$ cat src/rtl/aes_ctrl_pkg.sv
// Shared types for the AES request arbiter: data width, FSM states and
// the response record returned to the requesters.
package aes_ctrl_pkg;

  localparam int AES_W = 128;

  typedef enum logic [1:0] {
    IDLE = 2'd0,
    RUN  = 2'd1,
    RESP = 2'd2,
    GAP  = 2'd3
  } aes_ctrl_state_t;

  typedef struct packed {
    logic             id;
    logic             timeout;
    logic [AES_W-1:0] data;
  } aes_rsp_t;

endpackage

$ cat src/rtl/aes_rr_arb2.sv
// Two-way round-robin grant. Purely combinational; the caller keeps the
// last_grant register and updates it only when a grant is consumed.
module aes_rr_arb2 (
  input  logic i_valid0,
  input  logic i_valid1,
  input  logic i_last_grant,
  output logic o_grant,
  output logic o_any_valid
);

  assign o_any_valid = i_valid0 | i_valid1;
  // A lone requester wins outright; on contention the one not served last wins.
  assign o_grant     = (i_valid0 & i_valid1) ? ~i_last_grant : i_valid1;

endmodule

$ cat src/rtl/aes_req_arbiter.sv
// Shares one AES core between two requesters: accepts a job, drives and
// holds the core inputs while it computes, returns the tagged ciphertext
// (or a timeout marker when the core never answers), then gives the core
// one idle cycle to re-arm before the next job.
module aes_req_arbiter
  import aes_ctrl_pkg::*;
#(
  parameter int TIMEOUT_CYCLES = 64,
  parameter int CNT_W          = 7
) (
  input  logic             AES_clk,
  input  logic             AES_rst_n,
  input  logic             req0_valid,
  output logic             req0_ready,
  input  logic [AES_W-1:0] req0_data,
  input  logic [AES_W-1:0] req0_key,
  input  logic             req1_valid,
  output logic             req1_ready,
  input  logic [AES_W-1:0] req1_data,
  input  logic [AES_W-1:0] req1_key,
  output logic             rsp_valid,
  input  logic             rsp_ready,
  output logic             rsp_id,
  output logic [AES_W-1:0] rsp_data,
  output logic             rsp_timeout,
  output logic             core_en,
  output logic [AES_W-1:0] core_data_in,
  output logic [AES_W-1:0] core_key_in,
  input  logic [AES_W-1:0] core_data_out,
  input  logic             core_data_out_valid,
  output logic             busy
);

  // Watchdog fires on the last permitted RUN cycle.
  localparam logic [CNT_W-1:0] LP_CNT_LAST = CNT_W'(TIMEOUT_CYCLES - 1);

  aes_ctrl_state_t  r_state;
  aes_ctrl_state_t  w_state_nxt;
  logic             r_last_grant;
  logic             r_id_q;
  logic             r_core_en;
  logic             r_rsp_valid;
  logic [CNT_W-1:0] r_cnt;
  logic [AES_W-1:0] r_core_data;
  logic [AES_W-1:0] r_core_key;
  aes_rsp_t         r_rsp;

  logic w_grant;
  logic w_any_valid;
  logic w_accept;
  logic w_done;
  logic w_timeout;

  aes_rr_arb2 u_arb (
    .i_valid0     (req0_valid),
    .i_valid1     (req1_valid),
    .i_last_grant (r_last_grant),
    .o_grant      (w_grant),
    .o_any_valid  (w_any_valid)
  );

  // Ready is offered only in IDLE, and only to the granted, valid requester.
  assign req0_ready = (r_state == IDLE) && w_any_valid && !w_grant;
  assign req1_ready = (r_state == IDLE) && w_any_valid &&  w_grant;

  // Next-state decode and the single-cycle event strobes for the datapath.
  always_comb begin
    // NOTE: every signal is defaulted before the case so no path can infer a latch.
    w_state_nxt = r_state;
    w_accept    = 1'b0;
    w_done      = 1'b0;
    w_timeout   = 1'b0;
    case (r_state)
      IDLE: begin
        if (w_any_valid) begin
          w_accept    = 1'b1;
          w_state_nxt = RUN;
        end
      end
      RUN: begin
        // Core valid takes precedence over a coincident watchdog expiry.
        if (core_data_out_valid) begin
          w_done      = 1'b1;
          w_state_nxt = RESP;
        end else if (r_cnt == LP_CNT_LAST) begin
          w_timeout   = 1'b1;
          w_state_nxt = RESP;
        end
      end
      RESP: begin
        if (rsp_ready) w_state_nxt = GAP;
      end
      GAP:     w_state_nxt = IDLE;
      default: w_state_nxt = IDLE;
    endcase
  end

  // State register.
  always_ff @(posedge AES_clk or negedge AES_rst_n) begin
    if (!AES_rst_n) r_state <= IDLE;
    else            r_state <= w_state_nxt;
  end

  // Job capture, watchdog, core drive and response registers.
  always_ff @(posedge AES_clk or negedge AES_rst_n) begin
    if (!AES_rst_n) begin
      r_last_grant <= 1'b1;
      r_id_q       <= 1'b0;
      r_cnt        <= '0;
      r_core_en    <= 1'b0;
      r_core_data  <= '0;
      r_core_key   <= '0;
      r_rsp_valid  <= 1'b0;
      r_rsp        <= '0;
    end else begin
      // NOTE: non-blocking assignments let every register see pre-edge values.
      if (w_accept) begin
        r_core_data  <= w_grant ? req1_data : req0_data;
        r_core_key   <= w_grant ? req1_key  : req0_key;
        r_id_q       <= w_grant;
        r_last_grant <= w_grant;
        r_cnt        <= '0;
        r_core_en    <= 1'b1;
      end
      if (r_state == RUN) r_cnt <= r_cnt + CNT_W'(1);
      if (w_done || w_timeout) begin
        r_core_en     <= 1'b0;
        r_rsp_valid   <= 1'b1;
        r_rsp.id      <= r_id_q;
        r_rsp.timeout <= w_timeout;
        r_rsp.data    <= w_done ? core_data_out : '0;
      end
      if ((r_state == RESP) && rsp_ready) r_rsp_valid <= 1'b0;
    end
  end

  assign core_en      = r_core_en;
  assign core_data_in = r_core_data;
  assign core_key_in  = r_core_key;
  assign rsp_valid    = r_rsp_valid;
  assign rsp_id       = r_rsp.id;
  assign rsp_data     = r_rsp.data;
  assign rsp_timeout  = r_rsp.timeout;
  assign busy         = (r_state != IDLE);

endmodule
$ cat config.mk
export PLATFORM = sky130hd
export DESIGN_NAME = aes_req_arbiter
export DESIGN_NICKNAME = d
export VERILOG_FILES = /design/src/rtl/aes_ctrl_pkg.sv /design/src/rtl/aes_rr_arb2.sv /design/src/rtl/aes_req_arbiter.sv
export SDC_FILE = /design/constraint.sdc
export NUM_CORES = 1
export LEC_CHECK = 0
export ABC_AREA = 1
export ABC_CLOCK_PERIOD_IN_PS = 1700
export BUFFER_PORTS_ARGS = -buffer_cell sky130_fd_sc_hd__buf_4
export CAP_MARGIN = 20
export CELL_PAD_IN_SITES_DETAIL_PLACEMENT = 0
export CELL_PAD_IN_SITES_GLOBAL_PLACEMENT = 1
export CORE_AREA = 2 2 409 411
export CTS_BUF_LIST = sky130_fd_sc_hd__clkbuf_8
export DETAILED_ROUTE_END_ITERATION = 12
export DIE_AREA = 0 0 411 413
export PLACE_DENSITY_LB_ADDON = 0.1
export SYNTH_ARGS = -nofsm -noshare
export SYNTH_HDL_FRONTEND = slang
export SYNTH_HIERARCHICAL = 1
export SYNTH_SLANG_ARGS = --single-unit
export TNS_END_PERCENT = 10
$ cat constraint.sdc
create_clock -name AES_clk -period 1.7 [get_ports AES_clk]
set_clock_uncertainty 0.1 [all_clocks]
set_input_delay 0.17 -clock AES_clk [delete_from_list [all_inputs] [get_ports AES_clk]]
set_output_delay 0.17 -clock AES_clk [all_outputs]
set_load 0.01 [all_outputs]
==> results of run 1 <==
[cells by family after synthesis]
logic type,count (synthesis)
adders and majority gates,4
and+or+nand+nor,955
buffers and inverters,144
DFF,399
AOI/OAI and AO/OA,266
[per-stage QoR]
step           setup slack [ns]  cell area, um2  cells  hold slack (ns)
2_1_floorplan            0.0943           16600   1768           -0.226
3_3_place_gp             -0.329           27900   5002           0.0698
3_5_place_dp             -0.313           27900   5002           0.0782
[Yosys cell counts (all sizes together)]
cell,number
buf,117
o22ai,1
dfstp,1
nand2,803
a22oi,256
ha,4
nand3,139
clkbuf,11
nand4,1
a21oi,2
nor2,10
or2,2
dfrtp,398
o21ai,7
inv,16
==> impl_metrics.toml, run 1 <==
[synthesis]
synth.yosys.seq_area_share_pct = 60.1
netlist.area_leader.share_pct = 59.9
synth.mux.area_fraction_pct = 0
synth.avg_cell_area_um2 = 9.40
synthDistinctLibCells = 24
synth_simple_gate_area_share_pct = 22.8
synthAdderAreaFrac_pct = 0.301
netlist_instances = 1768
postSynthNetCount = 2418
synthesis.area_um2 = 16600
synth_top_family_by_area = "simple AND/OR/NAND/NOR gates"
yosys.area.top_type = "sky130_fd_sc_hd__dfrtp_1"
yosys_warnings = 6
synth_area_in_xor_xnor_pct = 0
synth_compound_gate_area_share_pct = 11.9
synth.ff_latch_count = 399
main_area_contributors_after_synthesis = "sky130_fd_sc_hd__dfrtp_1 60%, sky130_fd_sc_hd__nand2_1 18%, sky130_fd_sc_hd__a22oi_1 12%"

[die]
die_w_um = 411
floorplan.rows = 150
die-height_um = 413
pin_count = 1037
initial_utilization_pct = 10.0

[placed_design]
placement.io_buffers = 1036
globalplace.congestion = 0.847
post-dp-hpwl_mm = 93.5

[clock_tree]
ctsHoldBuffers = 1042
post-cts-setup-buffer-count = 23
cts-resized-gates = 67
ctsHtreeMaxLevel = 3
clockRootBuffer = "sky130_fd_sc_hd__clkbuf_8"
cts_buffer_depth = 3
clock_sinks = 399
cts_made_buffers = 92

[outcome]
outcome = "stopped before the end"
failed_at = "clock tree synthesis"
error_line = "[ERROR RSZ-0060] Max buffer count reached."
==> run 2, diff against run 1 <==
CELL_PAD_IN_SITES_DETAIL_PLACEMENT = unset   (was 0)
CELL_PAD_IN_SITES_GLOBAL_PLACEMENT = unset   (was 1)
CORE_AREA = 2 2 406 408   (was 2 2 409 411)
CTS_BUF_LIST = unset   (was sky130_fd_sc_hd__clkbuf_8)
DIE_AREA = 0 0 408 410   (was 0 0 411 413)
PLACE_DENSITY_LB_ADDON = 0.15   (was 0.1)
==> impl_metrics.toml, run 2 <==
[sta]
worstMarginPinSlew_ns = 0.504
finalSetupViolations = 261
grt_setup_unrepaired = "yes"
period_needed_ns = 2.25
final.setup.tns_ns = -86.37
post-route-worst-setup-slack_ns = -0.552
max_clock_freq_mhz = 444
slew_violations = 0
max-slew-margin-rel_pct = 66.4
period_share_pct = 132
finalHoldWorstSlack_ns = 0.0692
final_hold_viol_count = 0

[synthesis]
synth_top_family_by_area = "simple AND/OR/NAND/NOR gates"
synth.avg_cell_area_um2 = 9.40
synth-main-ff-cell = "sky130_fd_sc_hd__dfrtp_1"
synth.mux.area_fraction_pct = 0
synthDistinctLibCells = 24
netlist_instances = 1768
synth_area_in_xor_xnor_pct = 0
synth.ff_latch_count = 399
synth_edf_count = 0
main_area_contributors_after_synthesis = "sky130_fd_sc_hd__dfrtp_1 60%, sky130_fd_sc_hd__nand2_1 18%, sky130_fd_sc_hd__a22oi_1 12%"
synthAdderAreaFrac_pct = 0.301
synthMostInstantiatedCell = "sky130_fd_sc_hd__nand2_1"
ys_async_sr_fraction_pct = 100
yosys_warnings = 6
synthesis.area_um2 = 16600
yosys.area.top_type = "sky130_fd_sc_hd__dfrtp_1"
synth_simple_gate_area_share_pct = 22.8
synth_common_cells = "801 x sky130_fd_sc_hd__nand2_1, 398 x sky130_fd_sc_hd__dfrtp_1, 256 x sky130_fd_sc_hd__a22oi_1"
postSynthNetCount = 2418
netlist.area_leader.share_pct = 59.9
synth.yosys.seq_area_share_pct = 60.1
synth_compound_gate_area_share_pct = 11.9

[placed_design]
globalplace.congestion = 0.833
post-place-ws_ns = -0.655
post-dp-hpwl_mm = 96.1
placed_instance_area_um2 = 28100
dpl.cell_count = 5011
placement.io_buffers = 1036

[worst_setup_path]
cpMostUsedCell = "sky130_fd_sc_hd__buf_6"
setup.worst_path.class = "reg -> out"
crit_path_cell_trace = "a21oi_4 > buf_6 > nor2_4 > buf_12 > buf_8 > buf_6"
critPathSlowestCell = "sky130_fd_sc_hd__dfstp_2"
crit_arrival_ns = 1.98
timing.critical_path.slowest_cell_delay_ns = 0.62
endpoint_kind = "output pin"
crit_fanout = 2
worstSetupStartpointType = "register"
cp_data_required_time_ns = 1.43
cp.buffers_inverters = 4
critical_path.top_delay_family = "flip-flops"

[routing]
detailroute.via_count = 20400
routed_wl_mm = 123
wl_per_cell_um = 21.3
detail-route-antenna-nets = 0
drc = 0
dr.first_iter.drc_count = 849
drt_first_pass_iters = 5
viasPerCell = 3.51

[die]
coreArea_um2 = 163000
die_w_um = 408
design.die.area_um2 = 167000
pin_count = 1037
floorplan.rows = 149
initial_utilization_pct = 10.2
die-height_um = 410

[final_layout]
postLayoutCoreUtil_pct = 23.2
most_common_library_cell_in_the_layout_ignoring_fill_and_taps = "sky130_fd_sc_hd__buf_4"
final_design_area_excluding_fillers_um2 = 37900
syn2layout_area_growth_pct = 128
final_cells = 5803
layout-drive-gt1-share_pct = 39.0
layout.cells.most_common_list = "1,111 x sky130_fd_sc_hd__buf_4, 785 x sky130_fd_sc_hd__nand2_1, 644 x sky130_fd_sc_hd__dlygate4sd3_1"
fillCellCount = 18100
finish.net_count = 4204

[global_routing]
groute.usage.overall_pct = 14.0
grt_antenna_before_repair = 47
grt_pass1_wl_mm = 169
maximum_number_of_pins_on_one_net_before_global_route_repair = 47
gr-total-overflow = 0
via_count_of_the_first_global_routing_pass = 21600

[outcome]
outcome = "complete, but fails checks"
violations = "negative setup slack"

[power]
share_seq_of_total_power_pct = 29.8
p_leak_nw = 18.3
clock_network_fraction_of_design_power_pct = 22.5
power.ir.vdd_worst_mv = 0.738
combPwrFrac_pct = 47.7
power_density_nw_per_um2 = 1520
intPower_mw = 35.5
power.switching_fraction_pct = 38.5
post-layout-total-power_mw = 57.7
switchingPower_mw = 22.2

[min_path]
hold_path.class = "in -> async"

[clock_tree]
cts.clk_slew.worst_paths_ns = 0.06
cts_tree = "built"
clock_sinks = 399
cts_made_buffers = 58
cts_buffer_depth = 3
clockRootBuffer = "sky130_fd_sc_hd__clkbuf_16"
insertion_delay_ns = 0.64
ctsHtreeMaxLevel = 2

[job]
max_cap_violations = 0
==> run 2: per-layer routing <==
metal  part of all wire, %  vias to the layer above  wire length (um)  track usage, %
li1                      -                     9536                 -               -
met2                    51                      699             63400            24.9
met3                   7.0                      153              8690            4.29
met5                 0.037                        -                46               0
met1                    40                     9990             49300            16.5
met4                   1.7                        8              2080            2.63
==> run 2: timing repair <==
action / CTS / global route
resized for setup: 62 / 113
pin swaps: 4 / 4
cloned: 7 / 8
buffers inserted: 8 / 6
endpoints found under the setup margin: 398 / 394
hold buffers: 644 / 0
hold endpoints to repair: 788 / 0
==> run 2: power groups by stage <==
stage	sequential, mW	clock (mW)	combinational (mW)
detailed placement	17.2	0	24.7
global route	17.7	13.9	30.0
finish	17.2	13.0	27.5
CTS	17.1	13.6	27.0
global placement	17.2	0	24.8
floorplan	18.4	0	7.93
==> run 2: tightest hold or removal path, stage by stage <==
cell                            delay (ns)
sky130_fd_sc_hd__dlygate4sd3_1        0.58
sky130_fd_sc_hd__buf_8                0.19
sky130_fd_sc_hd__buf_12               0.23
==> run 2: area by class of cell <==
type	instances	area, um2	share of cell area (%)
Sequential cell	399	9990	26.4
Timing Repair Buffer	1854	16700	44.2
Clock buffer	89	1760	4.65
Antenna cell	16	40.0	0.106
Tap cell	2189	2740	7.23
Multi-Input combinational cell	1225	6280	16.6
Clock inverter	15	251	0.664
Inverter	16	80.1	0.211
==> run 2: cell families (layout without fill, tap and decap cells) <==
logic type,Yosys count,count (layout)
AND/OR/NAND/NOR,955,955
flip-flops,399,399
AO/OA/AOI/OAI,266,266
buffers and inverters,144,1974
adder cells (fa/ha/maj),4,4
other,0,16
==> run 2: path summary, 6_finish.rpt <==
check | startpoint | end | slack, ns | cells past startpoint
worst max-delay path | r_last_grant | req0_ready | -0.55 | 6
worst min register to register | r_id_q | rsp_id | 0.38 | 2
min in group AES_clk | req0_valid | r_last_grant | 0.07 | 6
worst min-delay path | AES_rst_n | core_data_in[51] | 0.07 | 3
max in group asynchronous | AES_rst_n | rsp_data[91] | 0.59 | 3
worst max register to register | r_last_grant | core_key_in[65] | -0.42 | 10
No activity file was read; power rests on OpenSTA's default activity.
==> run 3, diff against run 2 <==
PLACE_DENSITY_LB_ADDON = 0.3   (was 0.15)
SETUP_SLACK_MARGIN = 0.5   (was unset)
==> impl_metrics.toml, run 3 (synthesis results as in run 2) <==
[clock_tree]
clockRootBuffer = "sky130_fd_sc_hd__clkbuf_16"
cts.clk_slew.worst_paths_ns = 0.06
cts_buffer_depth = 3
cts_made_buffers = 53
cts_tree = "built"
insertion_delay_ns = 0.64
clock_sinks = 399
ctsHtreeMaxLevel = 2

[worst_setup_path]
worstSetupStartpointType = "register"
cp_data_required_time_ns = 1.43
setup.worst_path.class = "reg -> out"
crit_arrival_ns = 1.85
crit_fanout = 2
endpoint_kind = "output pin"

[die]
coreArea_um2 = 163000
die_w_um = 408
design.die.area_um2 = 167000
floorplan.rows = 149
initial_utilization_pct = 10.2
pin_count = 1037
die-height_um = 410

[sta]
period_share_pct = 125
final_hold_viol_count = 0
slew_violations = 0
post-route-worst-setup-slack_ns = -0.419
final.setup.tns_ns = -96.58
finalSetupViolations = 391
period_needed_ns = 2.12
max_clock_freq_mhz = 472
max-slew-margin-rel_pct = 67.3
worstMarginPinSlew_ns = 0.491
grt_setup_unrepaired = "yes"

[final_layout]
finish.net_count = 4205
multi_input_comb_area_um2 = 6330
layout-drive-gt1-share_pct = 39.5
syn2layout_area_growth_pct = 129
fillCellCount = 17800
seq_area_um2 = 9990
most_common_library_cell_in_the_layout_ignoring_fill_and_taps = "sky130_fd_sc_hd__buf_4"
postLayoutCoreUtil_pct = 23.3
layout.cells.most_common_list = "1,002 x sky130_fd_sc_hd__buf_4, 777 x sky130_fd_sc_hd__nand2_1, 643 x sky130_fd_sc_hd__dlygate4sd3_1"
final_cells = 5820

[global_routing]
grt_antenna_before_repair = 76
gr-total-overflow = 0
via_count_of_the_first_global_routing_pass = 21800
groute.usage.overall_pct = 14.1
grt_pass1_wl_mm = 168
maximum_number_of_pins_on_one_net_before_global_route_repair = 61

[placed_design]
placement.io_buffers = 1036
globalplace.congestion = 0.889
dpl.cell_count = 5005
post-dp-hpwl_mm = 97.5

[routing]
routed_wl_mm = 126
drc = 0
drt_first_pass_iters = 7
wl_per_cell_um = 21.7
detailroute.via_count = 21100
viasPerCell = 3.62
detail-route-antenna-nets = 0
dr.first_iter.drc_count = 1418

[power]
power.ir.vdd_worst_mv = 0.767
p_leak_nw = 18.4
share_seq_of_total_power_pct = 30.8
switchingPower_mw = 22.9
post-layout-total-power_mw = 58.0
power_density_nw_per_um2 = 1520
power.switching_fraction_pct = 39.5
clock_network_fraction_of_design_power_pct = 19.9
combPwrFrac_pct = 49.2
intPower_mw = 35.1

[outcome]
violations = "negative setup slack"
outcome = "complete, but fails checks"

[job]
max_cap_violations = 0

[min_path]
hold_path.class = "in -> reg"
==> run 3: power by group through the flow <==
stage | Sequential (mW) | Clock, mW | Combinational (mW)
3_5_place_dp | 17.5 | 0 | 24.6
3_3_place_gp | 17.5 | 0 | 24.5
6_report | 17.9 | 11.6 | 28.5
5_1_grt | 18.3 | 12.3 | 30.9
2_1_floorplan | 18.5 | 0 | 8.26
4_1_cts | 17.5 | 12.0 | 26.9
==> run 3: timing repair <==
| action | 4_1_cts | 5_1_grt |
|---|---|---|
| hold buffers | 644 | 0 |
| gates cloned | 5 | 14 |
| endpoints found under the hold margin | 790 | 0 |
| setup endpoints to repair | 790 | 799 |
| setup buffers | 14 | 7 |
| pin swaps | 4 | 17 |
| gates resized for setup | 48 | 236 |
==> run 3: layout make-up <==
cell class	instances	area share, %
multi-input cells	1225	16.6
flip-flops and latches	399	26.2
diodes	34	0.223
clock buffers	79	4.08
inverters	16	0.210
repair buffers	1860	44.9
clock inverters	18	0.551
well taps	2189	7.18
==> run 3: through the flow <==
stage               setup WS, ns  hold WS, ns  instance area [um2]
floorplan                  0.139       -0.226                16800
global placement          -0.187      -0.0267                28100
detailed placement        -0.190      -0.0261                28100
CTS                       -0.488      -0.0184                36800
global route              -0.493       0.0474                38100
finish                    -0.419       0.0711                38100
==> run 3: worst paths after layout <==
kind	from	endpoint	slack, ns	cells past startpoint
max	r_last_grant	req0_ready	-0.42	6
min	req0_valid	r_last_grant	0.07	7
max reg2reg	r_last_grant	core_data_in[42]	-0.34	11
min reg2reg	r_last_grant	r_last_grant	0.38	2
max in group asynchronous	AES_rst_n	core_data_in[53]	0.85	4
min in group asynchronous	AES_rst_n	core_data_in[92]	0.11	3
==> run 3: routing by layer <==
metal | track usage [%] | share of wire, %
met5 | 0.833 | 0.11
met1 | 16.5 | 39
met4 | 5.15 | 3.3
met2 | 22.3 | 47
met3 | 6.58 | 11
==> run 3: critical path, stage by stage, from the launching register on <==
cell,delay [ns]
sky130_fd_sc_hd__dfstp_2,0.54
sky130_fd_sc_hd__a21oi_2,0.05
sky130_fd_sc_hd__buf_4,0.14
sky130_fd_sc_hd__buf_6,0.11
sky130_fd_sc_hd__nor2_4,0.10
sky130_fd_sc_hd__buf_12,0.14
sky130_fd_sc_hd__buf_6,0.11
